## config.mk

```make
export PLATFORM = sky130hd
export DESIGN_NAME = alu_ctrl_decoder_flat
export DESIGN_NICKNAME = d
export VERILOG_FILES = /design/src/rtl/alu_ctrl_decoder_if.sv /design/src/rtl/alu_ctrl_decoder.sv /design/src/flat_wrapper.sv
export SDC_FILE = /design/constraint.sdc
export NUM_CORES = 1
export LEC_CHECK = 0
export ABC_AREA = 0
export CAP_MARGIN = 20
export CORE_MARGIN = 5
export CORE_UTILIZATION = 45
export DETAILED_ROUTE_END_ITERATION = 8
export GPL_ROUTABILITY_DRIVEN = 0
export PLACE_DENSITY = 0.76
export SLEW_MARGIN = 20
export SYNTH_ARGS = -nofsm -noshare
export SYNTH_HDL_FRONTEND = slang
export SYNTH_SLANG_ARGS = --single-unit
```

## constraint.sdc

```tcl
create_clock -name clk -period 1.5 [get_ports clk]
set_input_delay 0.15 -clock clk [delete_from_list [all_inputs] [get_ports clk]]
set_output_delay 0.15 -clock clk [all_outputs]
set_load 0.01 [all_outputs]
```

## src/rtl/alu_ctrl_decoder_if.sv

```systemverilog
// Decoder <-> fetch/ALU bundle: instruction handshake, flags in,
// registered execute controls out (master = decoder side).
interface alu_ctrl_decoder_if;
  logic [7:0] instr;
  logic       instr_valid;
  logic       instr_ready;
  logic       Z, N, C, V;
  logic [3:0] alu_op;
  logic [1:0] ra_sel, rb_sel;
  logic       reg_we;
  logic [1:0] wb_dst;
  logic       wb_mem;
  logic       mem_rd, mem_wr;
  logic [1:0] sp_op;
  logic [7:0] imm;
  logic       imm_valid;
  logic       out_en, in_en;
  logic       pc_load, pc_src;
  logic       flush;
  logic [3:0] flag_clr;
  logic       halted;

  modport master (
    input  instr, instr_valid, Z, N, C, V,
    output instr_ready, alu_op, ra_sel, rb_sel,
    output reg_we, wb_dst, wb_mem, mem_rd, mem_wr,
    output sp_op, imm, imm_valid, out_en, in_en,
    output pc_load, pc_src, flush, flag_clr, halted
  );

  modport slave (
    output instr, instr_valid, Z, N, C, V,
    input  instr_ready, alu_op, ra_sel, rb_sel,
    input  reg_we, wb_dst, wb_mem, mem_rd, mem_wr,
    input  sp_op, imm, imm_valid, out_en, in_en,
    input  pc_load, pc_src, flush, flag_clr, halted
  );
endinterface

```

## src/rtl/alu_ctrl_decoder.sv

```systemverilog
// Decode stage: instr byte + flags in (bus), registered ALU/mem/stack/
// I/O/PC controls out (bus); clk, async active-low rst.
module alu_ctrl_decoder #(
  parameter logic [3:0] RESET_NOP_OP = 4'h0
) (
  input  logic clk,
  input  logic rst,
  alu_ctrl_decoder_if.master bus
);

  typedef enum logic [1:0] {
    DEC, IMM, RET2, HALT
  } state_t;

  typedef struct packed {
    logic [3:0] alu_op;
    logic [1:0] ra_sel;
    logic [1:0] rb_sel;
    logic       reg_we;
    logic [1:0] wb_dst;
    logic       wb_mem;
    logic       mem_rd;
    logic       mem_wr;
    logic [1:0] sp_op;
    logic [7:0] imm;
    logic       imm_valid;
    logic       out_en;
    logic       in_en;
    logic       pc_load;
    logic       pc_src;
    logic       flush;
    logic [3:0] flag_clr;
    logic       halted;
  } ctl_t;

  localparam ctl_t NOP = '{
    alu_op: RESET_NOP_OP,
    default: '0
  };

  state_t     st, st_n;
  ctl_t       q, n;
  logic [1:0] pend_op, pend_op_n;
  logic [1:0] pend_rb, pend_rb_n;
  logic       rdy;
  logic       acc;
  logic [3:0] op;
  logic [1:0] ra, rb;
  logic [3:0] flags;

  assign op    = bus.instr[7:4];
  assign ra    = bus.instr[3:2];
  assign rb    = bus.instr[1:0];
  assign flags = {bus.V, bus.C, bus.N, bus.Z};

  // rdy holds ready low until the first clock after reset release
  assign bus.instr_ready = rdy & ((st == DEC) | (st == IMM));
  assign acc = bus.instr_valid & bus.instr_ready;

  always_comb begin
    n         = NOP;
    st_n      = st;
    pend_op_n = pend_op;
    pend_rb_n = pend_rb;
    unique case (st)
      DEC: begin
        // q.flush high: this byte is the stale fetch, drop it
        if (acc && !q.flush) begin
          unique case (op)
            4'h0, 4'hE: ;
            4'h1: begin
              n.alu_op = 4'h0;
              n.rb_sel = rb;
              n.reg_we = 1'b1;
              n.wb_dst = ra;
            end
            4'h2, 4'h3, 4'h4, 4'h5: begin
              n.alu_op = op - 4'h1;
              n.ra_sel = ra;
              n.rb_sel = rb;
              n.reg_we = 1'b1;
              n.wb_dst = ra;
            end
            4'h6: begin
              n.rb_sel = rb;
              n.reg_we = 1'b1;
              n.wb_dst = rb;
              unique case (ra)
                2'd0: n.alu_op = 4'h5;
                2'd1: n.alu_op = 4'h6;
                2'd2: n.alu_op = 4'h9;
                2'd3: n.alu_op = 4'hA;
                default: ;
              endcase
            end
            4'h7: begin
              unique case (ra)
                2'd0: begin
                  n.alu_op = 4'hC;
                  n.rb_sel = rb;
                  n.reg_we = 1'b1;
                  n.wb_dst = rb;
                end
                2'd1: begin
                  n.alu_op = 4'hB;
                  n.rb_sel = rb;
                  n.reg_we = 1'b1;
                  n.wb_dst = rb;
                end
                2'd2: n.alu_op = 4'h7;
                2'd3: n.alu_op = 4'h8;
                default: ;
              endcase
            end
            4'h8: begin
              unique case (ra)
                2'd0: begin
                  n.rb_sel = rb;
                  n.mem_wr = 1'b1;
                  n.sp_op  = 2'b01;
                end
                2'd1: begin
                  n.mem_rd = 1'b1;
                  n.sp_op  = 2'b10;
                  n.reg_we = 1'b1;
                  n.wb_mem = 1'b1;
                  n.wb_dst = rb;
                end
                2'd2: begin
                  n.rb_sel = rb;
                  n.out_en = 1'b1;
                end
                2'd3: begin
                  n.in_en  = 1'b1;
                  n.reg_we = 1'b1;
                  n.wb_dst = rb;
                end
                default: ;
              endcase
            end
            4'h9: begin
              if (flags[ra]) begin
                n.rb_sel       = rb;
                n.pc_load      = 1'b1;
                n.flush        = 1'b1;
                n.flag_clr[ra] = 1'b1;
              end
            end
            4'hA: begin
              unique case (ra)
                2'd0: begin
                  n.rb_sel  = rb;
                  n.pc_load = 1'b1;
                  n.flush   = 1'b1;
                end
                2'd1: begin
                  n.rb_sel  = rb;
                  n.mem_wr  = 1'b1;
                  n.sp_op   = 2'b01;
                  n.pc_load = 1'b1;
                  n.flush   = 1'b1;
                end
                2'd2, 2'd3: begin
                  n.mem_rd = 1'b1;
                  n.sp_op  = 2'b10;
                  st_n     = RET2;
                end
                default: ;
              endcase
            end
            4'hB, 4'hC, 4'hD: begin
              pend_op_n = op[1:0];
              pend_rb_n = rb;
              st_n      = IMM;
            end
            4'hF: begin
              n.halted = 1'b1;
              st_n     = HALT;
            end
            default: ;
          endcase
        end
      end
      IMM: begin
        if (acc) begin
          n.imm       = bus.instr;
          n.imm_valid = 1'b1;
          st_n        = DEC;
          // pend_op is opcode[1:0]: B=11 LDM, C=00 LDD, D=01 STD
          unique case (pend_op)
            2'b11: begin
              n.alu_op = 4'hE;
              n.reg_we = 1'b1;
              n.wb_dst = pend_rb;
            end
            2'b00: begin
              n.mem_rd = 1'b1;
              n.wb_mem = 1'b1;
              n.reg_we = 1'b1;
              n.wb_dst = pend_rb;
            end
            2'b01: begin
              n.rb_sel = pend_rb;
              n.mem_wr = 1'b1;
            end
            default: ;
          endcase
        end
      end
      RET2: begin
        n.pc_load = 1'b1;
        n.pc_src  = 1'b1;
        n.flush   = 1'b1;
        st_n      = DEC;
      end
      HALT: n.halted = 1'b1;
      default: st_n = DEC;
    endcase
  end

  always_ff @(posedge clk or negedge rst) begin
    if (!rst) begin
      st      <= DEC;
      q       <= NOP;
      pend_op <= 2'b00;
      pend_rb <= 2'b00;
      rdy     <= 1'b0;
    end else begin
      st      <= st_n;
      q       <= n;
      pend_op <= pend_op_n;
      pend_rb <= pend_rb_n;
      rdy     <= 1'b1;
    end
  end

  assign bus.alu_op    = q.alu_op;
  assign bus.ra_sel    = q.ra_sel;
  assign bus.rb_sel    = q.rb_sel;
  assign bus.reg_we    = q.reg_we;
  assign bus.wb_dst    = q.wb_dst;
  assign bus.wb_mem    = q.wb_mem;
  assign bus.mem_rd    = q.mem_rd;
  assign bus.mem_wr    = q.mem_wr;
  assign bus.sp_op     = q.sp_op;
  assign bus.imm       = q.imm;
  assign bus.imm_valid = q.imm_valid;
  assign bus.out_en    = q.out_en;
  assign bus.in_en     = q.in_en;
  assign bus.pc_load   = q.pc_load;
  assign bus.pc_src    = q.pc_src;
  assign bus.flush     = q.flush;
  assign bus.flag_clr  = q.flag_clr;
  assign bus.halted    = q.halted;

endmodule

```

## src/flat_wrapper.sv

```systemverilog
// flat-port wrapper written by rule: the top's interface ports become plain ports
module alu_ctrl_decoder_flat 
#(
  parameter logic [3:0] RESET_NOP_OP = 4'h0
)
  (clk, rst, bus_instr, bus_instr_valid, bus_Z, bus_N, bus_C, bus_V, bus_instr_ready, bus_alu_op, bus_ra_sel, bus_rb_sel, bus_reg_we, bus_wb_dst, bus_wb_mem, bus_mem_rd, bus_mem_wr, bus_sp_op, bus_imm, bus_imm_valid, bus_out_en, bus_in_en, bus_pc_load, bus_pc_src, bus_flush, bus_flag_clr, bus_halted);
  alu_ctrl_decoder_if bus_i ();
  input  logic clk;
  input  logic rst;
  input wire logic [$bits(bus_i.instr)-1:0] bus_instr;
  input wire logic [$bits(bus_i.instr_valid)-1:0] bus_instr_valid;
  input wire logic [$bits(bus_i.Z)-1:0] bus_Z;
  input wire logic [$bits(bus_i.N)-1:0] bus_N;
  input wire logic [$bits(bus_i.C)-1:0] bus_C;
  input wire logic [$bits(bus_i.V)-1:0] bus_V;
  output wire logic [$bits(bus_i.instr_ready)-1:0] bus_instr_ready;
  output wire logic [$bits(bus_i.alu_op)-1:0] bus_alu_op;
  output wire logic [$bits(bus_i.ra_sel)-1:0] bus_ra_sel;
  output wire logic [$bits(bus_i.rb_sel)-1:0] bus_rb_sel;
  output wire logic [$bits(bus_i.reg_we)-1:0] bus_reg_we;
  output wire logic [$bits(bus_i.wb_dst)-1:0] bus_wb_dst;
  output wire logic [$bits(bus_i.wb_mem)-1:0] bus_wb_mem;
  output wire logic [$bits(bus_i.mem_rd)-1:0] bus_mem_rd;
  output wire logic [$bits(bus_i.mem_wr)-1:0] bus_mem_wr;
  output wire logic [$bits(bus_i.sp_op)-1:0] bus_sp_op;
  output wire logic [$bits(bus_i.imm)-1:0] bus_imm;
  output wire logic [$bits(bus_i.imm_valid)-1:0] bus_imm_valid;
  output wire logic [$bits(bus_i.out_en)-1:0] bus_out_en;
  output wire logic [$bits(bus_i.in_en)-1:0] bus_in_en;
  output wire logic [$bits(bus_i.pc_load)-1:0] bus_pc_load;
  output wire logic [$bits(bus_i.pc_src)-1:0] bus_pc_src;
  output wire logic [$bits(bus_i.flush)-1:0] bus_flush;
  output wire logic [$bits(bus_i.flag_clr)-1:0] bus_flag_clr;
  output wire logic [$bits(bus_i.halted)-1:0] bus_halted;
  assign bus_i.instr = bus_instr;
  assign bus_i.instr_valid = bus_instr_valid;
  assign bus_i.Z = bus_Z;
  assign bus_i.N = bus_N;
  assign bus_i.C = bus_C;
  assign bus_i.V = bus_V;
  assign bus_instr_ready = bus_i.instr_ready;
  assign bus_alu_op = bus_i.alu_op;
  assign bus_ra_sel = bus_i.ra_sel;
  assign bus_rb_sel = bus_i.rb_sel;
  assign bus_reg_we = bus_i.reg_we;
  assign bus_wb_dst = bus_i.wb_dst;
  assign bus_wb_mem = bus_i.wb_mem;
  assign bus_mem_rd = bus_i.mem_rd;
  assign bus_mem_wr = bus_i.mem_wr;
  assign bus_sp_op = bus_i.sp_op;
  assign bus_imm = bus_i.imm;
  assign bus_imm_valid = bus_i.imm_valid;
  assign bus_out_en = bus_i.out_en;
  assign bus_in_en = bus_i.in_en;
  assign bus_pc_load = bus_i.pc_load;
  assign bus_pc_src = bus_i.pc_src;
  assign bus_flush = bus_i.flush;
  assign bus_flag_clr = bus_i.flag_clr;
  assign bus_halted = bus_i.halted;
  alu_ctrl_decoder #(.RESET_NOP_OP(RESET_NOP_OP)) u_core (.clk(clk), .rst(rst), .bus(bus_i));
endmodule
```

== Word-level counts from Yosys, hierarchy flattened ==
Index checks and enable logic that the tools add are counted.
W data, S select, Z words.

* Register bits: 42
* Latch bits: 0
* Memory bits (writable): 0
* Memory bits (read-only): 0
* Bits of input ports: 15
* Output and inout bits: 36
* Word-level logic and storage cells: 132
* Memories kept: 0

* $add $sub $neg: 1
* Multipliers: 0
* Divide/modulo/power cells: 0
* $lt $le $gt $ge: 2
* Equality and inequality tests: 26
* Shift operators: 0
* Mux-type cells: 60
* Bitwise logic cells: 3
* Reductions and logical operators: 18

{| class="wikitable"
|+ Operators by type and width
! operator !! number
|-
| $pmux W4 S4 || 2
|-
| $eq A4 B4 Y1 const B || 7
|-
| $mux W2 || 14
|-
| $mux W9 || 2
|-
| $eq A4 B3 Y1 const B || 4
|-
| $mux W16 || 1
|-
| $mux W4 || 4
|-
| $pmux W4 S2 || 2
|-
| $pmux W8 S2 || 1
|-
| $mux W1 || 13
|-
| $pmux W2 S3 || 2
|-
| $pmux W3 S4 || 1
|-
| $pmux W4 S3 || 1
|-
| $eq A2 B2 Y1 const B || 5
|-
| $mux W5 || 2
|-
| $pmux W1 S2 || 5
|-
| $pmux W2 S5 || 1
|-
| $reduce_or A2 Y1 || 5
|-
| $mux W3 || 3
|-
| $eq A4 B2 Y1 const B || 2
|-
| $mux W8 || 1
|-
| $pmux W2 S2 || 2
|-
| $eq A2 B1 Y1 const B || 3
|-
| $logic_not A2 Y1 || 3
|-
| 22 further kinds || 24
|}

== Longest topological paths before layout ==
* Depth in word-level cells: 8
* Depth in mapped cells: 8

== Worst setup path after synthesis ==
Ideal clock, no wire load.

* Kind: register to register
* Start: reg u_core.st[0]
* End: reg u_core.st[1]
* Arrival: 1.485 ns
* Slack: -0.109 ns
* Cell stages (with the launch flop): 7
* Buffers on the path: 0
* Cells stage by stage: dfrtp_1 -> inv_1 -> ha_1 -> nand2b_1 -> o21a_1 -> a31oi_1 -> mux2_2

* Cells in the longest elaborated chain, start to end: 7
* Elaborated cells on any way between the ends: 14
* Those cells by class: 6 x eq/ne; 1 x mux; 3 x bitwise; 4 x reduce/logical

{| class="wikitable"
|+ Ends and longest elaborated chain
! item !! line !! source
|-
| from (decl) || alu_ctrl_decoder.sv:41 || <nowiki>state_t st, st_n;</nowiki>
|-
| from (signal assigned) || alu_ctrl_decoder.sv:229 || <nowiki>st <= st_n;</nowiki>
|-
| $eq A2 B1 Y1 / $logic_not A2 Y1 (equally long branches) || alu_ctrl_decoder.sv:57, alu_ctrl_decoder.sv:65 ||
|-
| $or A1 B1 Y1 || alu_ctrl_decoder.sv:57 || <nowiki>assign bus.instr_ready = rdy & ((st == DEC) | (st == IMM));</nowiki>
|-
| $and A1 B1 Y1 || alu_ctrl_decoder.sv:57 ||
|-
| $and A1 B1 Y1 || alu_ctrl_decoder.sv:58 || <nowiki>assign acc = bus.instr_valid & bus.instr_ready;</nowiki>
|-
| $logic_and A1 B1 Y1 || alu_ctrl_decoder.sv:68 || <nowiki>if (acc && !q.flush) begin</nowiki>
|-
| $ne A2 B2 Y1 (no source line) || n/a ||
|-
| $reduce_and A5 Y1 (no source line) || n/a ||
|}

Parallel ways exist; a longest one is shown, timed or not.
A chain may end at the register's enable or synchronous reset.

== Worst setup path after layout ==
Same ends and word-level chain as after synthesis.

==> results summary <==
The post-synthesis instance area came out at 2165 µm². The synthesized design contains 0 enable-type register cells. The register area share after synthesis is 47.40%. The capture point of the worst reg-to-reg path is u_core.st[1]. The most critical setup path has its endpoint at u_core.st[1]. The count of pins over their slew limit came out at 0. The number of library cell types mapped by synthesis is 51. The number of clock buffers added by TritonCTS is 5.

The first global-routing pass estimated 9770 µm of wire. The signal on the critical path passes through inv_2 -> ha_4 -> nand2b_4 -> o21a_1 -> a31oi_4 -> mux2_4. TritonCTS built the clock tree. Of all nets on the critical path, the largest fanout is 3. The placeable core area came out at 4692 µm². Counting buffers and inverters, the worst setup path is 6 cells deep.

The fraction of the mapped netlist area in simple logic gates came out at 15.78%. The top cell type by area accounts for 47.40% of the synthesized area. The share of the clock period used by the worst path came out at 107.8%. The estimated wirelength of the detail-placed design is 4323 µm. Across all setup checks in the final design, the least slack found is -0.1167 ns. The flow ran to the end, but the final reports show violations.

The post-route core utilization is 70.37%. The wire length per cell came out at 17.11 µm. In the synthesized netlist, the number of instances is 204.

For this design, the slowest cell found on the critical path is sky130_fd_sc_hd__dfrtp_1. The cell count of the worst reg-to-reg path came out at 6. The area growth from synthesis to layout is 52.54%. The leakage power came out at 1.485 nW. The worst slack on hold paths came out at 0.4549 ns. The Yosys warning count is 0. Setup violations remaining at the end of the flow were counted as 23. The number of global-route vias before repair is 1935.

The number of antenna violations at the first check in global routing is 0. The aggregate negative setup slack is -1.125 ns. The fraction of synthesis flops using an asynchronous set or reset pin is 100.0%. The post-route minimum period came out at 1.617 ns. The DRC violation total after the first TritonRoute iteration came out at 151. The total vias in the final route is 1905. The count of state elements after synthesis came out at 41. The standard cell area after detailed placement came out at 2980 µm². The worst register-to-register path begins at u_core.st[0]. The count of buffering cells on the critical path with inverters included came out at 1.

The portion of netlist area occupied by mux cells is 3.988%. The maximum single-stage delay on the critical path is 0.40 ns. The number of antenna diodes in the final layout is 0. The cell taking the most area after synthesis is sky130_fd_sc_hd__dfrtp_1. In the synthesized netlist the dominant register cell turns out to be sky130_fd_sc_hd__dfrtp_1. STA classifies the critical path endpoint as a register. The final reports fail on setup timing.

Data arrives at the worst endpoint at 1.80 ns. CTS placed an instance of sky130_fd_sc_hd__clkbuf_8 at the clock tree root. The maximum frequency from static timing analysis is 618.5 MHz.

The cell area after layout is 3302 µm². The port buffer count is 50. The clock reaches the later pin of the worst-skew pair after 0.29 ns. Each instance of the synthesized netlist takes up on average 10.61 µm².

The category of the critical setup timing path is reg2reg. The synthesized-area fraction occupied by xor and xnor cells came out at 0.4046%. The number of nets still failing antenna checks after routing came out at 0.

After Yosys synthesis, full adders, half adders and majority gates account for 9.827% of the synthesized area. The horizontal die dimension came out at 79.36 µm. Setup repair after global routing could not meet its margin everywhere. The final routed wirelength across all metal layers is 5987 µm.

VDD sags by at most 0.0005390 V. After synthesis, the largest family of logic cells by area is compound AO/OA/AOI/OAI gates. The area of the die is 6297 µm².

The placement row count is 25. The number of sinks on the clock net is 41. Yosys attributes the largest share of cell area to sky130_fd_sc_hd__dfrtp_1 (47%), sky130_fd_sc_hd__ha_1 (9.8%), sky130_fd_sc_hd__o21ai_0 (2.8%).

The completed layout was analyzed and its total power is 3.540 mW. The setup slack on the worst flop-to-flop path is -0.12 ns. The total DRC errors in the routed layout came out at 0. The net count after synthesis came out at 236.

At the worst endpoint, the required time is 1.68 ns. The final layout contains 328 nets. STA classifies the critical path startpoint as a register.

After clock tree synthesis, the clock-pin slew on the worst setup and hold paths is 0.08 ns. The maximum number of pins on one net before global-route repair came out at 42. Summed over all layers, the global routing overflow is 0. The fraction of the mapped netlist area in compound gates came out at 16.94%. The number of top-level design ports came out at 51. The final worst clock skew is 0.008982 ns.

Using the TritonRoute via totals, the vias-per-cell ratio works out to 5.443. The number of detailed-routing iterations run before antenna repair is 4. The count of max-cap constraint violations is 0. The fraction of final layout cells with drive strength greater than 1 came out at 32.09%. The height of the chip came out at 79.36 µm.

The class of the tightest hold or removal check is in2async. The number of hold-slack violations in the final timing report is 0. The effective utilization at floorplan came out at 46.13%. In this design, the largest share of critical-path delay is due to flip-flops. The number of buffers on the longest clock path came out at 2. The level count of the clock H-tree came out at 2.

Global routing consumed, over all layers together, 20.12% of the routing resources. Tracing the worst setup path back leads to its startpoint at u_core.st[0]. The power density relative to cell area is 1072 nW/µm².
worst min-delay path: cells and delay by family:
kind,cells,cell delay [ns]
buffers and inverters,3,1.04
worst min path at each step:
| stage | cells past startpoint | slack [ns] | from | to |
|---|---|---|---|---|
| final | 3 | 0.45 | rst | u_core.pend_op[1] |
| after global routing | 4 | 0.49 | bus_instr[2] | u_core.bus.ra_sel[0] |
| after CTS | 4 | 0.46 | bus_instr[2] | u_core.bus.imm[2] |
| after detailed placement | 2 | 0.24 | rst | u_core.bus.flag_clr[1] |
| after global placement | 2 | 0.22 | rst | u_core.bus.flag_clr[2] |
| after floorplan | 0 | -0.15 | rst | u_core.bus.alu_op[0] |
final cells by class:
type                    count  area (µm²)
repair buffers             97       848.3
fillers                   336        1390
clock buffers               5       68.82
inverters                  11       45.04
clock inverters             2       35.03
multi-input cells         139        1206
repair inverters            1       5.005
flip-flops and latches     41        1026
well taps                  54       67.56
cell families (layout without fill, tap and decap cells):
kind of cell / after synthesis / in the layout
xor gates and xnor gates: 1 / 1
DFF: 41 / 41
muxes: 7 / 7
adders and majority gates: 17 / 17
other: 1 / 1
buffers and inverters: 24 / 116
and+or+nand+nor: 61 / 61
AOI/OAI and AO/OA: 52 / 52
report_power, final:
part           total, mW  internal (mW)  switching, mW
combinational       1.37          0.728          0.646
clock              0.850          0.483          0.367
sequential          1.32           1.23         0.0861
flip-flops by register name, summed over array words and instances (netlist names):
| name | flops |
|---|---|
| u_core.bus.alu_op | 4 |
| u_core.bus.flag_clr | 4 |
| u_core.bus.flush | 1 |
| u_core.bus.halted | 1 |
| u_core.bus.imm | 8 |
| u_core.bus.imm_valid | 1 |
| u_core.bus.in_en | 1 |
| u_core.bus.mem_rd | 1 |
| u_core.bus.mem_wr | 1 |
| u_core.bus.out_en | 1 |
| u_core.bus.pc_src | 1 |
| u_core.bus.ra_sel | 2 |
| u_core.bus.rb_sel | 2 |
| u_core.bus.reg_we | 1 |
| u_core.bus.sp_op | 2 |
| u_core.bus.wb_dst | 2 |
| u_core.bus.wb_mem | 1 |
| u_core.pend_op | 2 |
| u_core.pend_rb | 2 |
| u_core.rdy | 1 |
| u_core.st | 2 |
metrics by stage:
| step | setup WS, ns | cells |
|---|---|---|
| floorplan | -0.05058 | 204 |
| global placement | -0.5472 | 337 |
| detailed placement | -0.5919 | 337 |
| CTS | -0.09017 | 346 |
| global route | -0.1899 | 350 |
| finish | -0.1167 | 350 |
metal layers:
metal  track usage [%]  share of wire (%)
met1             25.33                 42
met2             34.09                 50
met3             3.288                6.1
met4             8.591                2.5
met5                 0                  0
synth_stat cells (2+ instances only):
library cell                n
sky130_fd_sc_hd__o21ai_0   12
sky130_fd_sc_hd__nand2_1    6
sky130_fd_sc_hd__mux2i_1    3
sky130_fd_sc_hd__a21oi_1    7
sky130_fd_sc_hd__o21a_1     5
sky130_fd_sc_hd__clkbuf_1   4
sky130_fd_sc_hd__dfrtp_1   41
sky130_fd_sc_hd__buf_2      5
sky130_fd_sc_hd__a21o_1     3
sky130_fd_sc_hd__nand3b_1   2
sky130_fd_sc_hd__a22oi_1    4
sky130_fd_sc_hd__and2_1     8
sky130_fd_sc_hd__nor2_1    16
sky130_fd_sc_hd__nand3_1    6
sky130_fd_sc_hd__a22o_1     3
sky130_fd_sc_hd__and3_1     2
sky130_fd_sc_hd__buf_4      2
sky130_fd_sc_hd__inv_1     11
sky130_fd_sc_hd__ha_1      17
sky130_fd_sc_hd__o32ai_1    2
sky130_fd_sc_hd__nand4b_1   2
sky130_fd_sc_hd__o22ai_1    2
sky130_fd_sc_hd__buf_6      2
sky130_fd_sc_hd__o21ai_1    3
sky130_fd_sc_hd__nand2b_1   3
sky130_fd_sc_hd__mux2_2     3
sky130_fd_sc_hd__nor3_1     6
layout by cell type (no fill, tap or decap), types with 3 or more instances in the layout:
cell / instances
sky130_fd_sc_hd__dlygate4sd2_1: 4
sky130_fd_sc_hd__dfrtp_1: 41
sky130_fd_sc_hd__a21oi_1: 5
sky130_fd_sc_hd__o21a_1: 5
sky130_fd_sc_hd__nand3_1: 5
sky130_fd_sc_hd__ha_4: 5
sky130_fd_sc_hd__o21ai_1: 3
sky130_fd_sc_hd__ha_1: 9
sky130_fd_sc_hd__a22o_1: 3
sky130_fd_sc_hd__nor2_1: 15
sky130_fd_sc_hd__o21ai_0: 10
sky130_fd_sc_hd__a22oi_1: 4
sky130_fd_sc_hd__nor3_1: 5
sky130_fd_sc_hd__inv_1: 5
sky130_fd_sc_hd__nand2_1: 6
sky130_fd_sc_hd__and2_1: 8
sky130_fd_sc_hd__inv_2: 5
sky130_fd_sc_hd__buf_4: 44
sky130_fd_sc_hd__clkbuf_8: 5
sky130_fd_sc_hd__ha_2: 3
sky130_fd_sc_hd__a21o_1: 3
sky130_fd_sc_hd__clkdlybuf4s50_1: 44
timing repair:
action / 4_1_cts / 5_1_grt
hold endpoints to repair: 41 / 0
pin swaps: 5 / 1
gates resized for setup: 37 / 12
cloned: 0 / 1
setup endpoints to repair: 30 / 27
buffers inserted: 1 / 3
hold buffers: 1 / 0
(Power assumes the default switching activity.)
